===== src/rtl/param_router.sv =====
`default_nettype none
// ============================================================================
//  Module      : param_router
//  Description : Store-and-forward router buffer. Words from dp_bus are held in
//                addressed slots, each with a valid bit. A forward moves a slot
//                onto the registered r_out port and frees the slot. A flush
//                state machine drains every valid slot in ascending order.
//                Optional feature macro: ROUTER_BYPASS_EN (same-address
//                store+forward to an empty slot passes dp_bus straight out).
//  Revision    : 1.0 - initial release
// ============================================================================
module param_router #(
  parameter int DATA_W = 8,
  parameter int DEPTH  = 16,
  localparam int AW    = $clog2(DEPTH)
) (
  input  logic              clk,
  input  logic              rst,
  input  logic [DATA_W-1:0] dp_bus,
  input  logic [AW-1:0]     inAddr,
  input  logic [AW-1:0]     outAddr,
  input  logic              st_router,
  input  logic              fw_router,
  input  logic              flush,
  output logic [DATA_W-1:0] r_out,
  output logic              r_valid,
  output logic [AW-1:0]     r_addr,
  output logic              received,
  output logic              acknowledge,
  output logic              err_ovr,
  output logic              err_empty,
  output logic [AW:0]       count,
  output logic              full,
  output logic              empty,
  output logic              flush_done
);

  typedef enum logic [0:0] {
    ST_IDLE  = 1'b0,
    ST_FLUSH = 1'b1
  } state_t;

  state_t              state_q, state_d;
  logic [AW-1:0]       ptr_q, ptr_d;
  logic [DEPTH-1:0]    valid_q, valid_d;
  logic [AW:0]         count_q, count_d;
  logic [DATA_W-1:0]   r_out_q, r_out_d;
  logic [AW-1:0]       r_addr_q, r_addr_d;
  logic                r_valid_q, r_valid_d;
  logic                received_q, received_d;
  logic                err_ovr_q, err_ovr_d;
  logic                err_empty_q, err_empty_d;
  logic                flush_done_q, flush_done_d;

  logic [DATA_W-1:0]   buf_q [DEPTH];
  logic                wr_en;
  logic                inc;
  logic                dec;
  logic                same_addr;

  assign same_addr = st_router && fw_router && (inAddr == outAddr);

  // Next-state logic for the FSM, slot valid bits, occupancy and output strobes.
  always_comb begin
    state_d      = state_q;
    ptr_d        = ptr_q;
    valid_d      = valid_q;
    r_out_d      = r_out_q;
    r_addr_d     = r_addr_q;
    r_valid_d    = 1'b0;
    received_d   = 1'b0;
    err_ovr_d    = 1'b0;
    err_empty_d  = 1'b0;
    flush_done_d = 1'b0;
    wr_en        = 1'b0;
    inc          = 1'b0;
    dec          = 1'b0;

    case (state_q)
      ST_IDLE: begin
        if (flush) begin
          // Flush wins over any store/forward in the same cycle.
          if (count_q != '0) begin
            state_d = ST_FLUSH;
            ptr_d   = '0;
          end
        end else if (same_addr && valid_q[inAddr]) begin
          // Swap: old word leaves, new word takes its place; slot stays valid.
          r_out_d    = buf_q[outAddr];
          r_addr_d   = outAddr;
          r_valid_d  = 1'b1;
          wr_en      = 1'b1;
          received_d = 1'b1;
        end else if (same_addr) begin
`ifdef ROUTER_BYPASS_EN
          // Empty slot: the incoming word goes straight out, never stored.
          r_out_d    = dp_bus;
          r_addr_d   = outAddr;
          r_valid_d  = 1'b1;
          received_d = 1'b1;
`else
          // Empty slot: the store lands, the forward reports an empty slot.
          wr_en           = 1'b1;
          valid_d[inAddr] = 1'b1;
          inc             = 1'b1;
          received_d      = 1'b1;
          err_empty_d     = 1'b1;
`endif
        end else begin
          if (st_router) begin
            if (!valid_q[inAddr]) begin
              wr_en           = 1'b1;
              valid_d[inAddr] = 1'b1;
              inc             = 1'b1;
              received_d      = 1'b1;
            end else begin
              err_ovr_d = 1'b1;
            end
          end
          if (fw_router) begin
            if (valid_q[outAddr]) begin
              r_out_d          = buf_q[outAddr];
              r_addr_d         = outAddr;
              r_valid_d        = 1'b1;
              valid_d[outAddr] = 1'b0;
              dec              = 1'b1;
            end else begin
              err_empty_d = 1'b1;
            end
          end
        end
      end

      ST_FLUSH: begin
        if (valid_q[ptr_q]) begin
          r_out_d        = buf_q[ptr_q];
          r_addr_d       = ptr_q;
          r_valid_d      = 1'b1;
          valid_d[ptr_q] = 1'b0;
          dec            = 1'b1;
        end
        if (ptr_q == AW'(DEPTH - 1)) begin
          flush_done_d = 1'b1;
          state_d      = ST_IDLE;
        end else begin
          ptr_d = ptr_q + 1'b1;
        end
      end

      default: state_d = ST_IDLE;
    endcase

    count_d = count_q + {{AW{1'b0}}, inc} - {{AW{1'b0}}, dec};
  end

  // Control state, occupancy and registered outputs with asynchronous reset.
  always_ff @(posedge clk or posedge rst) begin
    if (rst) begin
      state_q      <= ST_IDLE;
      ptr_q        <= '0;
      valid_q      <= '0;
      count_q      <= '0;
      r_out_q      <= '0;
      r_addr_q     <= '0;
      r_valid_q    <= 1'b0;
      received_q   <= 1'b0;
      err_ovr_q    <= 1'b0;
      err_empty_q  <= 1'b0;
      flush_done_q <= 1'b0;
    end else begin
      state_q      <= state_d;
      ptr_q        <= ptr_d;
      valid_q      <= valid_d;
      count_q      <= count_d;
      r_out_q      <= r_out_d;
      r_addr_q     <= r_addr_d;
      r_valid_q    <= r_valid_d;
      received_q   <= received_d;
      err_ovr_q    <= err_ovr_d;
      err_empty_q  <= err_empty_d;
      flush_done_q <= flush_done_d;
    end
  end

  // Slot storage; contents are meaningless until the valid bit is set, so no reset.
  always_ff @(posedge clk) begin
    if (wr_en) begin
      buf_q[inAddr] <= dp_bus;
    end
  end

  assign r_out       = r_out_q;
  assign r_addr      = r_addr_q;
  assign r_valid     = r_valid_q;
  assign received    = received_q;
  assign err_ovr     = err_ovr_q;
  assign err_empty   = err_empty_q;
  assign flush_done  = flush_done_q;
  assign count       = count_q;
  assign full        = (count_q == (AW + 1)'(DEPTH));
  assign empty       = (count_q == '0);
  assign acknowledge = (state_q == ST_IDLE) && !st_router && !fw_router;

endmodule
`default_nettype wire


===== config.mk =====
export PLATFORM = sky130hd
export DESIGN_NAME = param_router
export DESIGN_NICKNAME = d
export VERILOG_FILES = /design/src/rtl/param_router.sv
export SDC_FILE = /design/constraint.sdc
export NUM_CORES = 1
export LEC_CHECK = 0
export CAP_MARGIN = 20
export CELL_PAD_IN_SITES_DETAIL_PLACEMENT = 1
export CELL_PAD_IN_SITES_GLOBAL_PLACEMENT = 1
export CORE_MARGIN = 5
export CORE_UTILIZATION = 51
export DETAILED_ROUTE_END_ITERATION = 10
export GPL_TIMING_DRIVEN = 0
export PLACE_DENSITY_LB_ADDON = 0.1
export SETUP_SLACK_MARGIN = 0.5
export SYNTH_ARGS = -nofsm -noshare
export SYNTH_HDL_FRONTEND = slang
export SYNTH_SLANG_ARGS = --single-unit

===== constraint.sdc =====
create_clock -name clk -period 4.2 [get_ports clk]
set_input_delay 0.42 -clock clk [delete_from_list [all_inputs] [get_ports clk]]
set_output_delay 0.42 -clock clk [all_outputs]
set_load 0.05 [all_outputs]

======== Word level (Yosys, flattened, before mapping) ========
Memory sizes are Yosys's and may differ from the RTL's.
Cells that the tools add are included.
word-level totals
  bits in registers ....................... 43
  RAM bits ................................ 128
  bits of input ports ..................... 21
  logic and storage cells ................. 136
  memories ................................ 1
operators by class
  $add $sub $neg .......................... 3
  $lt $le $gt $ge ......................... 6
  eq/ne operators ......................... 12
  mux-type cells .......................... 82
  bitwise logic cells ..................... 6
  reductions and logical operators ........ 15
memories
  name   words  bits a word  read ports  clocked after Yosys merged registers in  wr ports  line  source
  buf_q  16     8            2           0                                        1         55    logic [DATA_W-1:0] buf_q [DEPTH];
operator list
  kind                  number
  $mux W16              12
  $mux W8               6
  $mux W1               42
  $mux W4               9
  $and A16 B16 Y16      2
  $not A16 Y16          2
  $pmux W16 S2          1
  $or A16 B16 Y16       1
  $pmux W4 S2           2
  $pmux W8 S2           1
  $lt A4 B5 Y1 const B  3
  $bmux W1 S4           3
  $demux W1 S4          3
  $ge A4 B1 Y1 const B  3
  $ne A2 B2 Y1 const B  5
  $ne A3 B3 Y1 const B  3
  $logic_and A1 B1 Y1   8
  $pmux W1 S2           3
  $reduce_and A3 Y1     2
  $add A5 B1 Y5         1
  $eq A5 B5 Y1 const B  1
  $logic_not A5 Y1      1
  $reduce_and A5 Y1     1
  $reduce_bool A5 Y1    1
  7 further kinds       8

======== Depth between registers and ports, before layout ========
  depth after elaboration ................. 18
  depth in mapped cells ................... 15
  depth with buffers taken out ............ 13

======== Worst setup path after synthesis ========
OpenSTA, ideal clock, no wires.
  path kind ............................... reg-to-reg
  start point ............................. reg count_q[3] (netlist: count[3])
  end point ............................... reg ptr_q[0]
  setup time .............................. 0.083 ns
  data arrival time ....................... 3.255 ns
  required time ........................... 4.117 ns
  slack ................................... 0.862 ns
  cell stages (with the launch flop) ...... 7
  path buffers ............................ 0
  period minus slack after synthesis ...... 3.338 ns
  cells stage by stage .................... dfrtp_1 -> inv_1 -> ha_1 -> nor4b_1 -> nor3b_1 -> or2_2 -> o21ai_0
between the ends
  cells in the longest elaborated chain, start to end .. 3
RTL lines
  item                         line  source
  start, declared              46    logic [AW:0] count_q, count_d;
  start signal, assigned       174   count_q <= count_d;
  $reduce_bool A5 Y1           83    if (count_q != '0) begin
  $ne A2 B2 Y1 (no line)       --
  $reduce_and A3 Y1 (no line)  --
  end signal, assigned         172   ptr_q <= ptr_d;
  end, declared                44    logic [AW-1:0] ptr_q, ptr_d;
No other way between the ends.
A chain may end at the register's enable or synchronous reset.

======== Worst setup path after layout ========
  start point ............................. in inAddr[2]
  end point ............................... mem buf_q[1][0] (enable)
between the ends
  cells in the longest elaborated chain, start to end .. 10
  elaborated cells between the ends (all ways) .. 13
  those cells by class .................... 1 x eq/ne; 10 x mux; 2 x reduce/logical
RTL lines
  item                           line     source
  start, declared                20       input logic [AW-1:0] inAddr,
  $bmux W1 S4                    87, 111
  $mux W1 (implied by the code)  87, 111
  $mux W1                        111      if (!valid_q[inAddr]) begin
  $mux W1                        110      if (st_router) begin
  $mux W1                        94       end else if (same_addr) begin
  $mux W1                        87       end else if (same_addr && valid_q[inAddr]) begin
  $mux W1                        81       if (flush) begin
  $mux W1                        79       case (state_q)
  $mux W1                        187      if (wr_en) begin
  $mux W1 (implied by the code)  188      buf_q[inAddr] <= dp_bus;
  end, declared                  55
Parallel ways exist; a longest one is shown, timed or not. The select of a mux whose other input is x is not followed.

==> results.py <==
metrics = {
    "logic_synthesis": {
        "syn_area_per_cell_sq_um": 15.8,
        "ys_seq_area_share_pct": 56.7,
        "synthArstFlopShare_pct": 25.1,
        "synthCells": 548,
        "ys_ff_latch": 171,
        "synth_edf_count": 128,
        "syn_nets": 580,
        "ys_types": 52,
        "ys.warnings.count": 0,
        "syn-cell-area_sq_um": 8680,
        "ys.flop_type": "edfxtp_1",
    },
    "placed_design": {
        "post-place-cells": 818,
        "dp_hpwl_mm": 18.1,
        "io_buffer_count": 40,
        "gp_congestion": 0.938,
    },
    "setup_path": {
        "timing.rr.start": "ptr_q[0]",
        "r2r_cells": 13,
        "crit_arrival_ns": 3.57,
        "startpoint": "inAddr[2]",
        "critical_path.cell_chain": "clkdlybuf4s50_1 -> clkbuf_2 -> mux4_2 -> mux2i_2 -> mux2i_1 -> o21ai_1 -> nand3_1 -> nor2_1",
        "max_stage_delay_ns": 0.89,
        "path_buf_inv": 2,
        "reg2reg_slack_ns": 0.75,
        "cp_top_family": "simple AND/OR/NAND/NOR gates",
        "cp-endpoint": "buf_q[1][0]",
        "crit_type": "input pin to flop",
        "worstSetupEndpointType": "flop",
        "worstSetupPathDepth": 8,
        "r2r-end": "count[4]",
        "slowest_stage": "nor2_1",
        "critPathMaxFanout": 10,
        "cp-start-kind": "input pin",
        "cp.required_ns": 4.25,
    },
    "cts": {
        "cts_tree": "yes",
        "cts_made_buffers": 17,
        "clkTransAtPathRegs_ns": 0.07,
        "postCtsHoldBufs": 0,
        "cts_resized": 4,
        "insertion_delay_ns": 0.44,
        "h-tree-depth": 4,
        "root_buffer": "clkbuf_16",
        "postCtsSetupRepairBufs": 0,
        "cts_num_sinks": 171,
        "clock_path_buffers": 2,
    },
    "route": {
        "wirelength_mm": 26.8,
        "first_iter_violations": 644,
        "firstDrtPassIters": 7,
        "routed_via_density": 6.93,
        "ant_nets": 0,
        "vias": 5894,
        "wire_per_inst_um": 31.5,
        "drc": 0,
    },
    "outcome": {
        "status": "complete, no violations",
    },
    "pwr": {
        "powerDensity_nw_per_um2": 636,
        "power.total_w": 0.00642,
        "p_leak_nw": 3.48,
        "peakVddDrop_v": 0.000392,
    },
    "global_routing": {
        "grt_pass1_wl_mm": 39.8,
        "grt_max_degree": 29,
        "grt_antenna_before_repair": 0,
        "overflow": 0,
        "track_usage_pct": 28.1,
        "grt_pass1_vias": 6178,
    },
    "timing": {
        "setup_viol": 0,
        "fin_skew_ns": 0.0136,
        "rsz0062_at_grt": "false",
        "relSlewSlack_pct": 25.5,
        "slew_viol_final": 0,
        "finalCritPeriodShare_pct": 83.9,
        "finalHoldViolCount": 0,
        "min_period_ns": 3.52,
        "worstMarginPinSlew_ns": 1.11,
        "max_clock_freq_mhz": 284,
    },
    "die": {
        "io_pins": 46,
        "initial_utilization_pct": 52.1,
        "die_w_um": 140,
        "row_count": 47,
        "core_area_sq_um": 16600,
        "dieHeight_um": 140,
        "dieArea_sq_um": 19700,
    },
    "finish": {
        "nets": 649,
        "n_fill_cell": 1526,
        "areaGrowthSynthToFinish_pct": 16.2,
        "final_util_pct": 60.6,
        "diodes": 0,
        "finalNonFillerCells": 850,
        "layout_commonest_cell": "edfxtp_1",
        "drive_gt1_share_pct": 26.2,
        "final_cell_mix": "edfxtp_1, mux4_2, dfrtp_1",
    },
    "min_path": {
        "min_path_type": "input pin to async pin",
    },
    "flow_run": {
        "cap_viol_max_count": 0,
    },
}
==> worst register-to-register path, cell delays in order (launching register included) <==
cell and delay [ns]:
dfrtp_1 0.48, buf_4 0.33, mux4_2 0.58, mux2i_1 0.15
o22ai_1 0.12, a41o_1 0.29, ha_1 0.30, inv_1 0.04
ha_1 0.20, fa_1 0.41, a21oi_1 0.18, nor2_1 0.06
nor2_1 0.11, xnor2_1 0.13
==> worst min path at each step <==
stage                         start     endpoint  slack (ns)  depth (start not counted)
after floorplan           dp_bus[0]  buf_q[0][0]        0.52                          0
after global placement    r_addr[1]    r_addr[1]        0.51                          2
after detailed placement  r_addr[0]    r_addr[0]        0.55                          2
after CTS                       rst     count[4]        0.29                          2
after global routing            rst      r_valid        0.32                          2
final                           rst     count[1]        0.28                          2
==> synthesized netlist by cell type, types with 3 or more instances <==
master      n  share of area [%]
a21oi_1    23                1.3
a221oi_1    6               0.61
a22oi_1     4               0.35
a31oi_1    10               0.72
buf_1       7               0.30
buf_2      11               0.63
buf_6       4               0.52
clkbuf_1   19               0.82
dfrtp_1    43                 12
edfxtp_1  128                 44
ha_1       10                1.4
inv_1      13               0.56
mux2i_1    11                1.3
mux4_2     92                 24
nand2_1    38                1.6
nand2b_1    4               0.29
nand3_1    12               0.69
nor2_1     34                1.5
nor2b_1     3               0.22
nor3_1     13               0.75
nor3b_1     3               0.26
nor4_1      6               0.43
nor4b_1     3               0.30
o21ai_0     3               0.17
o22a_1      7               0.71
xnor2_1     3               0.30
xor2_1      5               0.50
==> per-stage QoR <==
stage | area [sq um] | worst slack, ns | hold slack [ns] | setup TNS, ns
2_1_floorplan | 8680 | 0.862 | 0.519 | 0
3_3_place_gp | 9350 | -0.691 | 0.514 | -23.30
3_5_place_dp | 9490 | -0.0630 | 0.548 | -0.582
4_1_cts | 10100 | 0.507 | 0.287 | 0
5_1_grt | 10100 | 0.552 | 0.325 | 0
6_report | 10100 | 0.678 | 0.277 | 0
==> logic make-up (layout without fill, tap and decap cells) <==
kind of cell             Yosys count  in the layout  share of synthesized area (%)
adder cells (fa/ha/maj)           11             11                           1.67
buffers and inverters             56            138                           3.01
multiplexers                     103            103                           25.1
flip-flops                       171            171                           56.7
XOR/XNOR                           8              8                          0.808
AO/OA/AOI/OAI                     65             65                           4.97
AND/OR/NAND/NOR                  134            134                           7.69
==> layer usage <==
layer	routed length, um	vias to the layer above	global-route usage [%]
met5	0	-	0
met4	1310	0	12.5
met3	2210	92	5.45
met2	13100	371	45.4
met1	10100	3064	37.4
li1	-	2367	-
==> where the power goes <==
part	internal, W	switching, W	leakage, nW
registers	0.00201	0.000189	1.69
logic	0.00109	0.00155	1.52
clock network	0.000842	0.000730	0.278
total	0.00394	0.00247	3.48
==> state kept, by name (all words and copies together) (netlist names), 4 cells and up <==
name,count
ptr_q,4
r_addr,4
buf_q,128
r_out,8
valid_q,16
count,5
==> cell type report <==
cell class	instances	area, sq um	area share [%]
flip-flops and latches	171	4920	48.8
multi-input cells	321	3530	35.0
repair buffers	50	514	5.10
clock buffers	18	429	4.26
well taps	220	275	2.73
plain buffers	43	215	2.13
clock inverters	14	154	1.53
inverters	13	48.8	0.484
Note: power is estimated with default switching activity, not from simulation.
